===== config.mk =====
export PLATFORM = sky130hd
export DESIGN_NAME = pll_mdrp_ctrl
export DESIGN_NICKNAME = d
export VERILOG_FILES = /design/src/rtl/pll_mdrp_pkg.sv /design/src/rtl/pll_mdrp_ctrl_sync2.sv /design/src/rtl/pll_mdrp_ctrl.sv
export SDC_FILE = /design/constraint.sdc
export NUM_CORES = 1
export LEC_CHECK = 0
export ABC_CLOCK_PERIOD_IN_PS = 3900
export BUFFER_PORTS_ARGS = -buffer_cell sky130_fd_sc_hd__buf_2
export CELL_PAD_IN_SITES_DETAIL_PLACEMENT = 1
export CELL_PAD_IN_SITES_GLOBAL_PLACEMENT = 1
export CORE_MARGIN = 4
export CORE_UTILIZATION = 48
export CTS_BUF_LIST = sky130_fd_sc_hd__clkbuf_8
export DETAILED_ROUTE_END_ITERATION = 7
export PLACE_DENSITY = 0.88
export SLEW_MARGIN = 40
export SYNTH_ARGS = -nofsm -noshare
export SYNTH_HDL_FRONTEND = slang
export SYNTH_SLANG_ARGS = --single-unit

===== constraint.sdc =====
create_clock -name clk -period 3.9 [get_ports clk]
set_input_delay 0.195 -clock clk [delete_from_list [all_inputs] [get_ports clk]]
set_output_delay 0.195 -clock clk [all_outputs]
set_load 0.05 [all_outputs]

===== src/rtl/pll_mdrp_pkg.sv =====
// Shared constants for the PLLA MD-port controller: MD opcodes, host command
// encodings and FSM state codes.
package pll_mdrp_pkg;

  // MD port opcodes, sampled by the PLL on the MDCLK rise
  localparam logic [1:0] MD_NOP = 2'b00;
  localparam logic [1:0] MD_WR  = 2'b01;
  localparam logic [1:0] MD_RD  = 2'b10;
  localparam logic [1:0] MD_LDA = 2'b11;

  // Host command encodings; the reserved code behaves as a commit
  localparam logic [1:0] OP_WRITE  = 2'd0;
  localparam logic [1:0] OP_READ   = 2'd1;
  localparam logic [1:0] OP_COMMIT = 2'd2;
  localparam logic [1:0] OP_RSVD   = 2'd3;

  typedef logic [3:0] state_t;

  localparam state_t ST_IDLE  = 4'd0;
  localparam state_t ST_A_LO  = 4'd1;
  localparam state_t ST_A_HI  = 4'd2;
  localparam state_t ST_D_LO  = 4'd3;
  localparam state_t ST_D_HI  = 4'd4;
  localparam state_t ST_CAP   = 4'd5;
  localparam state_t ST_PRST  = 4'd6;
  localparam state_t ST_WLOCK = 4'd7;
  localparam state_t ST_RESP  = 4'd8;

  // A load-address phase is skipped only when tracking is on and the PLL's
  // internal address pointer is known to already equal the target.
  function automatic logic addr_needed(input logic       track_en,
                                       input logic       trk_valid,
                                       input logic [7:0] target,
                                       input logic [7:0] trk_addr);
    return !track_en || !trk_valid || (target != trk_addr);
  endfunction

endpackage


===== src/rtl/pll_mdrp_ctrl_sync2.sv =====
// Multi-stage flop synchronizer for a single asynchronous level input,
// asynchronously cleared to 0.
module sync2 #(
  parameter int STAGES = 2
) (
  input  logic clk,
  input  logic reset_n,
  input  logic d,
  output logic q
);

  logic [STAGES-1:0] ff_reg;

  generate
    for (genvar gi = 0; gi < STAGES; gi++) begin : g_stage
      if (gi == 0) begin : g_first
        always_ff @(posedge clk or negedge reset_n) begin
          if (!reset_n) ff_reg[gi] <= 1'b0;
          else          ff_reg[gi] <= d;
        end
      end else begin : g_rest
        always_ff @(posedge clk or negedge reset_n) begin
          if (!reset_n) ff_reg[gi] <= 1'b0;
          else          ff_reg[gi] <= ff_reg[gi-1];
        end
      end
    end
  endgenerate

  assign q = ff_reg[STAGES-1];

endmodule


===== src/rtl/pll_mdrp_ctrl.sv =====
// PLLA MD-port initiator: turns host write/read/commit commands into two-cycle
// MDCLK phases, captures read data and re-locks the PLL after a commit.
module pll_mdrp_ctrl
  import pll_mdrp_pkg::*;
#(
  parameter int RST_CYCLES   = 16,
  parameter int LOCK_TIMEOUT = 1048575,
  parameter int ADDR_TRACK   = 1
) (
  input  logic       clk,
  input  logic       reset_n,
  input  logic       cmd_valid,
  output logic       cmd_ready,
  input  logic [1:0] cmd_op,
  input  logic [7:0] cmd_addr,
  input  logic [7:0] cmd_data,
  input  logic       cmd_inc,
  output logic       rsp_valid,
  output logic [7:0] rsp_data,
  output logic       rsp_err,
  output logic       mdclk,
  output logic [1:0] mdopc,
  output logic       mdainc,
  output logic [7:0] mdwdi,
  input  logic [7:0] mdrdo,
  output logic       pll_reset,
  input  logic       pll_lock,
  output logic       locked
);

  localparam logic [19:0] RST_LAST = 20'(RST_CYCLES - 1);
  localparam logic [19:0] TMO_LAST = 20'(LOCK_TIMEOUT - 1);

  state_t      state_reg, state_next;
  logic        rd_reg;
  logic [7:0]  addr_reg;
  logic [7:0]  data_reg;
  logic        inc_reg;
  logic [7:0]  trk_addr_reg;
  logic        trk_valid_reg;
  logic [19:0] cnt_reg;
  logic [7:0]  rsp_data_reg;
  logic        rsp_err_reg;

  logic cmd_is_rw;
  logic need_addr;
  logic in_a;
  logic in_d;

  sync2 #(.STAGES(2)) u_lock_sync (
    .clk     (clk),
    .reset_n (reset_n),
    .d       (pll_lock),
    .q       (locked)
  );

  assign cmd_is_rw = (cmd_op == OP_WRITE) || (cmd_op == OP_READ);
  assign need_addr = addr_needed(ADDR_TRACK != 0, trk_valid_reg, cmd_addr, trk_addr_reg);

  always_comb begin
    state_next = state_reg;
    case (state_reg)
      ST_IDLE: begin
        if (cmd_valid) begin
          if (cmd_is_rw) state_next = need_addr ? ST_A_LO : ST_D_LO;
          else           state_next = ST_PRST;
        end
      end
      ST_A_LO:  state_next = ST_A_HI;
      ST_A_HI:  state_next = ST_D_LO;
      ST_D_LO:  state_next = ST_D_HI;
      ST_D_HI:  state_next = rd_reg ? ST_CAP : ST_RESP;
      ST_CAP:   state_next = ST_RESP;
      ST_PRST:  if (cnt_reg == RST_LAST) state_next = ST_WLOCK;
      // Lock wins over a coincident timeout
      ST_WLOCK: if (locked || cnt_reg == TMO_LAST) state_next = ST_RESP;
      ST_RESP:  state_next = ST_IDLE;
      default:  state_next = ST_IDLE;
    endcase
  end

  always_ff @(posedge clk or negedge reset_n) begin
    if (!reset_n) begin
      state_reg     <= ST_IDLE;
      rd_reg        <= 1'b0;
      addr_reg      <= 8'h00;
      data_reg      <= 8'h00;
      inc_reg       <= 1'b0;
      trk_addr_reg  <= 8'h00;
      trk_valid_reg <= 1'b0;
      cnt_reg       <= 20'd0;
      rsp_data_reg  <= 8'h00;
      rsp_err_reg   <= 1'b0;
    end else begin
      state_reg <= state_next;
      case (state_reg)
        ST_IDLE: begin
          if (cmd_valid) begin
            rd_reg      <= (cmd_op == OP_READ);
            addr_reg    <= cmd_addr;
            data_reg    <= cmd_data;
            inc_reg     <= cmd_inc;
            rsp_err_reg <= 1'b0;
            cnt_reg     <= 20'd0;
          end
        end
        ST_A_HI: begin
          trk_addr_reg  <= addr_reg;
          trk_valid_reg <= 1'b1;
        end
        ST_D_HI: begin
          // The PLL post-increments its pointer when MDAINC is sampled high
          if (inc_reg) trk_addr_reg <= trk_addr_reg + 8'd1;
        end
        ST_CAP: rsp_data_reg <= mdrdo;
        ST_PRST: begin
          trk_valid_reg <= 1'b0;
          cnt_reg       <= (cnt_reg == RST_LAST) ? 20'd0 : cnt_reg + 20'd1;
        end
        ST_WLOCK: begin
          cnt_reg <= cnt_reg + 20'd1;
          if (!locked && cnt_reg == TMO_LAST) rsp_err_reg <= 1'b1;
        end
        default: ;
      endcase
    end
  end

  assign in_a = (state_reg == ST_A_LO) || (state_reg == ST_A_HI);
  assign in_d = (state_reg == ST_D_LO) || (state_reg == ST_D_HI);

  // Outputs decode straight from state so an async reset idles them at once
  assign cmd_ready = (state_reg == ST_IDLE);
  assign rsp_valid = (state_reg == ST_RESP);
  assign rsp_data  = rsp_data_reg;
  assign rsp_err   = rsp_err_reg;
  assign pll_reset = (state_reg == ST_PRST);
  assign mdclk     = (state_reg == ST_A_HI) || (state_reg == ST_D_HI);
  assign mdainc    = in_d && inc_reg;
  assign mdopc     = in_a ? MD_LDA : (in_d ? (rd_reg ? MD_RD : MD_WR) : MD_NOP);
  assign mdwdi     = in_a ? addr_reg : ((in_d && !rd_reg) ? data_reg : 8'h00);

endmodule


==> impl_metrics.py, run 1 <==
metrics = {
    "run_status": {
        "status": "finished clean",
    },
    "hold_path": {
        "hold_end": "rsp_data[4]",
        "worstHoldStart": "mdrdo[4]",
        "whs_path_depth": 2,
        "hold_class": "primary input to flip-flop",
    },
    "setup_path": {
        "critPathKind": "flip-flop to output port",
        "cp.arrival_ns": 2.46,
        "path_cells": "nor2_1 > o21ai_2 > mux2i_1 > nor2_1 > buf_2",
        "cp-start-kind": "flip-flop",
        "cp.depth": 5,
        "cpMaxStageDelayCell": "dfrtp_1",
        "crit_family": "flip-flops",
        "cp_slowest_stage_delay_ns": 0.78,
        "r2r-end": "inc_reg",
        "critPathMaxFanout": 20,
        "crit_buf_inv": 1,
        "reg2reg_slack_ns": 1.27,
        "end_kind": "output port",
        "cpMostUsedCell": "nor2_1",
        "r2r_cells": 5,
        "critPathRequiredTime_ns": 3.70,
        "timing.rr.start": "state_reg[0]",
    },
    "route": {
        "via_per_inst": 5.87,
        "route.detailed.drc": 0,
        "drt-pass1-iter-count": 4,
        "dr_total_vias": 3000,
        "antenna_left": 0,
        "post_drt_wl_per_cell_um": 18.9,
        "totalWireLength_um": 9640,
        "drt_iter0_drc": 144,
    },
    "cells_and_area": {
        "n_antenna_cell": 0,
        "register_area_mm2": 0.00155,
        "largest_register_ffs": 20,
        "area_delta_synth_final_pct": 16.5,
        "multi_input_area_mm2": 0.00176,
        "nets": 444,
        "fillers": 800,
        "drive_gt1_frac": 0.260,
        "fin_cells": 511,
    },
    "timing": {
        "report.final.hold_viol_count": 0,
        "max_slew_margin": 0.523,
        "grt_setup_unrepaired": "no",
        "setup_tns_ns": 0,
        "setup_viol": 0,
        "finalMaxSlewViolations": 0,
        "skew_ns": 0.00843,
        "period_needed_ns": 2.66,
        "fin_crit_sh": 0.682,
        "tightestPinTransition_ns": 0.713,
        "fmax_mhz": 376,
    },
    "clocking": {
        "clock-sinks": 62,
        "post-cts-setup-buffers": 0,
        "cts.path.max_buffers": 2,
        "cts_tree": "yes",
        "cts_root_buffer": "clkbuf_8",
        "clk_latency_ns": 0.34,
        "cts-htree-levels": 3,
        "cts_buffers": 9,
        "clk_pin_slew_ns": 0.07,
    },
    "grt": {
        "use_met1": 0.300,
        "track_usage": 0.235,
        "grtUsageMet2": 0.395,
        "grt_overflow": 0,
        "grt_pass1_wl_um": 15800,
        "gr-max-usage-layer": "met2",
        "grt_pass1_vias": 3135,
        "antenna_found_initial": 0,
        "grt_max_degree": 39,
        "use_met3": 0.0431,
    },
    "floorplan": {
        "core.rowCount": 30,
        "initial_core_util": 0.501,
        "die_h_um": 92.7,
        "core_mm2": 0.00687,
        "ios": 56,
        "die_x_um": 92.7,
        "dieArea_mm2": 0.00858,
    },
    "synthesis": {
        "synthArstFlopShare": 1.00,
        "syn_area_per_cell_um2": 9.50,
        "ys_ff_latch": 62,
        "synthCells": 362,
        "netlist-cell-type-count": 52,
        "syn_nets": 396,
        "ys_seq_area_frac": 0.451,
        "synth_edf_count": 0,
        "ys.flop_type": "dfrtp_1",
        "synth_area_mm2": 0.00344,
        "yosys_warnings": 0,
    },
    "power_and_ir_drop": {
        "p_leak_uw": 0.00180,
        "ir_drop_uv": 623,
        "power_density_mw_per_mm2": 967,
    },
    "placement": {
        "place.port_buffers": 55,
        "place.gp.congestion": 0.820,
        "placed_cells": 493,
        "dp_hpwl_um": 6930,
    },
    "run": {
        "drv_cap": 0,
    },
}
## worst max-delay path by stage
stage,from,end,slack [ns]
3_3_place_gp,state_reg[0],data_reg[6],1.43
6_report,state_reg[0],mdwdi[0],1.24
2_1_floorplan,state_reg[0],mdainc,1.55
5_1_grt,state_reg[0],mdwdi[0],1.12
3_5_place_dp,state_reg[0],data_reg[5],1.31
4_1_cts,state_reg[0],mdwdi[0],1.22
## area by class of cell
class	instances	area share
Sequential cell	62	0.387
Clock buffer	9	0.0309
Clock inverter	7	0.0225
Multi-Input combinational cell	268	0.440
Timing Repair Buffer	61	0.0818
Inverter	8	0.00749
Tap cell	96	0.0300
## cell usage after synthesis, drive strengths merged (3+ instances only)
| cell | n | area (um^2) |
|---|---|---|
| dfrtp | 62 | 1550 |
| nor2 | 38 | 143 |
| mux2 | 25 | 282 |
| o21ai | 25 | 129 |
| nand2 | 24 | 90.1 |
| nand3 | 22 | 110 |
| a21oi | 20 | 111 |
| clkbuf | 15 | 56.3 |
| nand4 | 12 | 90.1 |
| mux2i | 11 | 110 |
| buf | 9 | 48.8 |
| inv | 8 | 30.0 |
| and3 | 7 | 43.8 |
| nor4 | 7 | 43.8 |
| xor2 | 7 | 61.3 |
| xnor2 | 6 | 52.6 |
| a21o | 5 | 37.5 |
| nor3 | 5 | 30.0 |
| or3 | 5 | 31.3 |
| nor2b | 4 | 25.0 |
| o311ai | 4 | 35.0 |
| o31ai | 4 | 30.0 |
| a31oi | 3 | 18.8 |
| ha | 3 | 37.5 |
| nand2b | 3 | 18.8 |
| nor3b | 3 | 22.5 |
| o22ai | 3 | 18.8 |
## stage by stage
stage	total power [uW]	setup WS, ns	hold slack (ns)	cell area, um^2	util
final	3880	1.24	0.0893	4010	0.583
after global routing	4120	1.12	0.0821	4010	0.583
after CTS	3890	1.22	0.0792	4010	0.583
after detailed placement	3260	1.31	0.203	3770	0.549
after global placement	3130	1.43	0.303	3760	0.548
after floorplan	2730	1.55	-0.101	3440	-
## where the power goes
part	switching [uW]	internal (uW)	leakage, uW
combinational	1320	678	0.000920
sequential	367	896	0.000772
clock	261	356	0.000110
## layer usage
metal  wire length (um)  up-vias
li1                   -     1405
met5                  0        -
met4                216        0
met3                550       20
met2               4850       89
met1               4020     1486
## cell usage in the layout (no fill, tap or decap), drive strengths merged, types with 11 or more instances in the layout
master  synthesis  final
mux2i          11     11
o21ai          25     25
nand4          12     12
nor2           38     38
mux2           25     25
a21oi          20     20
nand3          22     22
dfrtp          62     62
buf             9     59
nand2          24     24
## kinds of logic after synthesis
| family | Yosys count | synth area share |
|---|---|---|
| AND/OR/NAND/NOR | 141 | 0.215 |
| AO/OA/AOI/OAI | 75 | 0.137 |
| flip-flops | 62 | 0.451 |
| multiplexers | 36 | 0.114 |
| buffers and inverters | 32 | 0.0393 |
| XOR/XNOR | 13 | 0.0331 |
| adder cells (fa/ha/maj) | 3 | 0.0109 |
## worst register-to-register path: stages, from the launching register on
cell and delay, ns:
dfrtp_1 0.63, or4b_4 0.68, a21o_1 0.35, nor2_1 0.17, buf_4 0.29, mux2_2 0.38
## repair_timing
item | 4_1_cts | 5_1_grt
hold buffers | 2 | 0
hold endpoints to repair | 38 | 0
gates resized for setup | 0 | 0
(Power assumes the default switching activity.)
==> run 2, diff against run 1 <==
Settings changed: ABC_CLOCK_PERIOD_IN_PS 3900 to 2600, CORE_UTILIZATION 48 to 45, PLACE_DENSITY 0.88 to 0.83.
Clock period 3.9 ns to 2.6 ns, I/O delays scaled along.
==> run 2 against run 1 <==
Clock skew up 0.0012 ns. Non-clock buffer count up 4. Via count up 0.63%. Power up 53%. Die area up 6.1%. Worst setup slack worse by 1.0 ns. Critical path type unchanged.
==> impl_metrics.py, run 2 (same netlist as run 1, synthesis figures left out) <==
metrics = {
    "run": {
        "drv_cap": 0,
    },
    "cells_and_area": {
        "utilization": 0.553,
        "register_area_mm2": 0.00155,
        "area_delta_synth_final_pct": 17.9,
        "layout_common_cells": "62 x dfrtp_1, 55 x buf_2, 38 x nor2_1",
        "fillers": 848,
        "layout_commonest_cell": "dfrtp_1",
        "nets": 448,
        "n_antenna_cell": 0,
        "largest_register_ffs": 20,
        "multi_input_area_mm2": 0.00176,
        "drive_gt1_frac": 0.270,
    },
    "grt": {
        "track_usage": 0.234,
        "antenna_found_initial": 0,
        "grt_pass1_vias": 3215,
        "grt_max_degree": 63,
        "grt_overflow": 0,
        "grt_pass1_wl_um": 16400,
    },
    "run_status": {
        "status": "finished clean",
    },
    "power_and_ir_drop": {
        "power.total_uw": 5930,
        "power_density_mw_per_mm2": 1460,
        "p_leak_uw": 0.00183,
        "ir_drop_uv": 1410,
    },
    "placement": {
        "pre_cts_slack_ns": 0.352,
        "place.gp.congestion": 0.844,
        "dp_hpwl_um": 6520,
        "place.port_buffers": 55,
    },
    "floorplan": {
        "die_x_um": 95.4,
        "die_h_um": 95.4,
        "core.rowCount": 31,
        "ios": 56,
        "core_mm2": 0.00733,
        "initial_core_util": 0.469,
        "dieArea_mm2": 0.00911,
    },
    "clocking": {
        "cts_root_buffer": "clkbuf_8",
        "cts.path.max_buffers": 2,
        "clk_pin_slew_ns": 0.07,
        "post-cts-setup-buffers": 0,
        "cts-htree-levels": 3,
        "clock-sinks": 62,
        "clk_latency_ns": 0.35,
        "cts_tree": "yes",
        "postCtsResizedCells": 0,
        "cts_buffers": 9,
    },
    "route": {
        "post_drt_wl_per_cell_um": 18.6,
        "via_per_inst": 5.83,
        "drt_iter0_drc": 129,
        "dr_total_vias": 3019,
        "totalWireLength_um": 9630,
        "antenna_left": 0,
        "route.detailed.drc": 0,
        "drt-pass1-iter-count": 4,
    },
    "timing": {
        "setup_tns_ns": 0,
        "grt_setup_unrepaired": "no",
        "holdWs_ns": 0.0110,
        "tightestPinTransition_ns": 0.629,
        "max_slew_margin": 0.581,
        "setup_ws_ns": 0.235,
        "period_needed_ns": 2.37,
        "skew_ns": 0.00964,
        "report.final.hold_viol_count": 0,
        "fin_crit_sh": 0.910,
        "fmax_mhz": 423,
        "setup_viol": 0,
        "finalMaxSlewViolations": 0,
    },
    "setup_path": {
        "cpMostUsedCell": "nor2_1",
        "path_cells": "buf_4 > inv_1 > nor2_1 > o21ai_2 > mux2i_1 > nor2_1 > buf_2",
        "critPathKind": "flip-flop to output port",
        "cpMaxStageDelayCell": "o21ai_2",
        "critPathMaxFanout": 17,
        "critPathRequiredTime_ns": 2.47,
        "cp.arrival_ns": 2.24,
        "crit_buf_inv": 3,
        "end_kind": "output port",
        "cp_slowest_stage_delay_ns": 0.51,
        "crit_family": "buffers and inverters",
        "cp-start-kind": "flip-flop",
    },
    "hold_path": {
        "hold_class": "primary input to flip-flop",
    },
}
run 2: worst register-to-register path: stages, from the launching register on:
cell,delay [ns]
dfrtp_1,0.38
or4b_4,0.58
a21o_1,0.34
nor2_1,0.16
buf_4,0.30
mux2_2,0.40
run 2: routing by layer:
metal / track usage / vias to the layer above / share of wire
met2: 0.370 / 97 / 0.48
li1: - / 1414 / -
met3: 0.0552 / 19 / 0.054
met4: 0.102 / 0 / 0.023
met1: 0.306 / 1489 / 0.44
met5: 0 / - / 0
run 2: path summary, 6_finish.rpt:
check                           endpoint  cells past startpoint                  start  slack [ns]
min                          rsp_data[2]                      2               mdrdo[2]        0.01
max in group asynchronous  trk_valid_reg                      3                reset_n        1.79
min reg2reg                u_lock_sync.q                      0  u_lock_sync.ff_reg[0]        0.36
min in group asynchronous     cnt_reg[9]                      3                reset_n        0.38
max reg2reg                  addr_reg[1]                      5           state_reg[0]        0.33
max                             mdwdi[7]                      7           state_reg[1]        0.23
run 2: final cells by class:
| type | count | share of cell area |
|---|---|---|
| Sequential cell | 62 | 0.383 |
| Clock buffer | 11 | 0.0373 |
| Clock inverter | 5 | 0.0201 |
| Tap cell | 99 | 0.0305 |
| Timing Repair Buffer | 65 | 0.0886 |
| Multi-Input combinational cell | 268 | 0.434 |
| Inverter | 8 | 0.00741 |
run 2: power by group:
group | switching [uW] | internal (uW)
logic | 2090 | 1050
clock network | 408 | 592
registers | 438 | 1350
total | 2940 | 2990
run 2: repair_timing:
item                                   4_1_cts  5_1_grt
hold buffers                                 2        0
setup endpoints to repair                    0        0
endpoints found under the hold margin       39        0
run 2: through the flow:
stage	std cells	area [um^2]
after floorplan	362	3440
after global placement	500	3800
after detailed placement	500	3800
after CTS	518	4050
after global routing	518	4060
final	518	4060
==> run 3, diff against run 2 <==
==> constraint.sdc (replaced) <==
create_clock -name clk -period 2.6 [get_ports clk]
set_input_delay 0.65 -clock clk [delete_from_list [all_inputs] [get_ports clk]]
set_output_delay 0.65 -clock clk [all_outputs]
set_load 0.05 [all_outputs]
==> run 3 against run 2 <==
The run now ends with setup timing left. Routed wire length is 0.88% higher. Clock power hardly changed. Clock skew is 0.00066 ns lower. Count of clock-buffer cells in the layout is 2 lower. Core utilization is 1.7 points higher. Worst setup slack worse by 0.25 ns. Cell count is 1.2% higher. Flip-flop and latch count stayed put. Maximum frequency is 9.7% lower. First-iteration DRC count is 3.1% higher. Register-to-register slack worse by 0.35 ns. Worst hold slack better by 0.27 ns.
==> impl_metrics.py, run 3 (same netlist as run 1, synthesis figures left out) <==
metrics = {
    "clocking": {
        "clock-sinks": 62,
        "clk_pin_slew_ns": 0.08,
        "cts_tree": "yes",
        "cts_root_buffer": "clkbuf_8",
        "clk_latency_ns": 0.35,
        "cts_buffers": 9,
        "ctsHoldBuffers": 0,
        "cts.path.max_buffers": 2,
        "cts-htree-levels": 3,
    },
    "setup_path": {
        "end_kind": "flip-flop",
        "r2r-end": "cnt_reg[16]",
        "r2r_cells": 7,
        "cp.arrival_ns": 2.85,
        "reg2reg_slack_ns": -0.02,
        "critPathRequiredTime_ns": 2.83,
        "timing.rr.start": "state_reg[1]",
        "cp_slowest_stage_delay_ns": 0.75,
        "critPathKind": "flip-flop to flip-flop",
        "cpMaxStageDelayCell": "a2111oi_0",
        "path_cells": "buf_4 > or4b_4 > a2111oi_0 > buf_4 > nand3_1 > xor2_1 > nor2_1",
        "cp-start-kind": "flip-flop",
        "cpMostUsedCell": "buf_4",
        "critPathMaxFanout": 9,
        "cp.depth": 7,
        "crit_family": "compound AO/OA/AOI/OAI gates",
        "crit_buf_inv": 2,
    },
    "cells_and_area": {
        "utilization": 0.570,
        "layout_common_cells": "60 x dfrtp_1, 44 x buf_2, 35 x nor2_1",
        "area_delta_synth_final_pct": 21.5,
        "fin_cells": 524,
        "n_antenna_cell": 0,
        "fillers": 829,
        "largest_register_ffs": 20,
        "drive_gt1_frac": 0.299,
        "nets": 454,
        "layout_commonest_cell": "dfrtp_1",
    },
    "placement": {
        "place.gp.congestion": 0.850,
        "dp_hpwl_um": 6890,
        "placed_cells": 506,
        "place.port_buffers": 55,
    },
    "grt": {
        "grt_overflow": 0,
        "grt_max_degree": 63,
        "grt_pass1_vias": 3189,
        "grt_pass1_wl_um": 16100,
        "antenna_found_initial": 0,
        "track_usage": 0.232,
    },
    "floorplan": {
        "dieArea_mm2": 0.00911,
        "core_mm2": 0.00733,
        "die_x_um": 95.4,
        "ios": 56,
        "core.rowCount": 31,
        "initial_core_util": 0.469,
        "die_h_um": 95.4,
    },
    "timing": {
        "fmax_mhz": 382,
        "tightestPinTransition_ns": 0.779,
        "period_needed_ns": 2.62,
        "max_slew_margin": 0.467,
        "holdWs_ns": 0.284,
        "fin_crit_sh": 1.01,
        "setup_tns_ns": -0.0191,
        "skew_ns": 0.00897,
        "setup_ws_ns": -0.0191,
        "setup_viol": 1,
        "finalMaxSlewViolations": 0,
        "report.final.hold_viol_count": 0,
    },
    "run_status": {
        "status": "finished with violations",
        "violations": "setup timing",
    },
    "route": {
        "via_per_inst": 5.79,
        "antenna_left": 0,
        "post_drt_wl_per_cell_um": 18.5,
        "drt_iter0_drc": 133,
        "dr_total_vias": 3033,
        "drt-pass1-iter-count": 4,
        "totalWireLength_um": 9720,
        "route.detailed.drc": 0,
    },
    "power_and_ir_drop": {
        "ir_drop_uv": 1350,
        "p_leak_uw": 0.00187,
        "power.total_uw": 6200,
        "power_density_mw_per_mm2": 1480,
    },
    "hold_path": {
        "hold_class": "primary input to async pin",
    },
    "run": {
        "drv_cap": 0,
    },
}
run 3: changes by cell type in the layout (fill, tap and decap cells not counted), moves of 3 or more:
cell	delta
buf_2	-11
buf_4	+11
buf_12	+3
clkbuf_4	+3
nor2_1	-3
nor2_2	+3
run 3: layout make-up:
| cell class | instances | area, um^2 | share of cell area |
|---|---|---|---|
| clock buffer | 9 | 124 | 0.0296 |
| clock inverter | 7 | 97.6 | 0.0234 |
| inverter | 8 | 30.0 | 0.00719 |
| multi-input combinational | 268 | 1780 | 0.425 |
| sequential | 62 | 1550 | 0.372 |
| tap | 99 | 124 | 0.0296 |
| timing repair buffer | 71 | 472 | 0.113 |
run 3: how the worst max path moves through the flow:
stage | from | end | slack, ns
2_1_floorplan | state_reg[1] | mdwdi[1] | -0.07
3_3_place_gp | cmd_valid | cnt_reg[16] | 0.11
3_5_place_dp | cmd_valid | cnt_reg[16] | -0.02
4_1_cts | state_reg[1] | mdwdi[4] | 0.02
5_1_grt | state_reg[1] | mdwdi[1] | -0.03
6_report | state_reg[1] | cnt_reg[16] | -0.02
run 3: where the power goes:
part | internal, uW | switching, uW
Sequential | 1350 | 448
Clock | 543 | 424
Combinational | 1290 | 2140
Total | 3190 | 3010
run 3: metal layers:
metal / part of all wire / global-route usage / up-vias
met5: 0 / 0 / -
met4: 0.020 / 0.0900 / 0
met3: 0.045 / 0.0545 / 14
met2: 0.48 / 0.373 / 83
met1: 0.45 / 0.304 / 1511
li1: - / - / 1425
run 3: per-stage QoR:
stage,setup WS [ns],area (um^2)
finish,-0.0191,4180
global route,-0.0305,4180
CTS,0.0232,4110
detailed placement,-0.0210,3880
global placement,0.113,3880
floorplan,-0.0677,3450
run 3: repair_timing:
item | in CTS | in global routing
pin swaps | 0 | 1
setup endpoints to repair | 9 | 12
gates resized for setup | 4 | 20
buffers inserted | 0 | 2
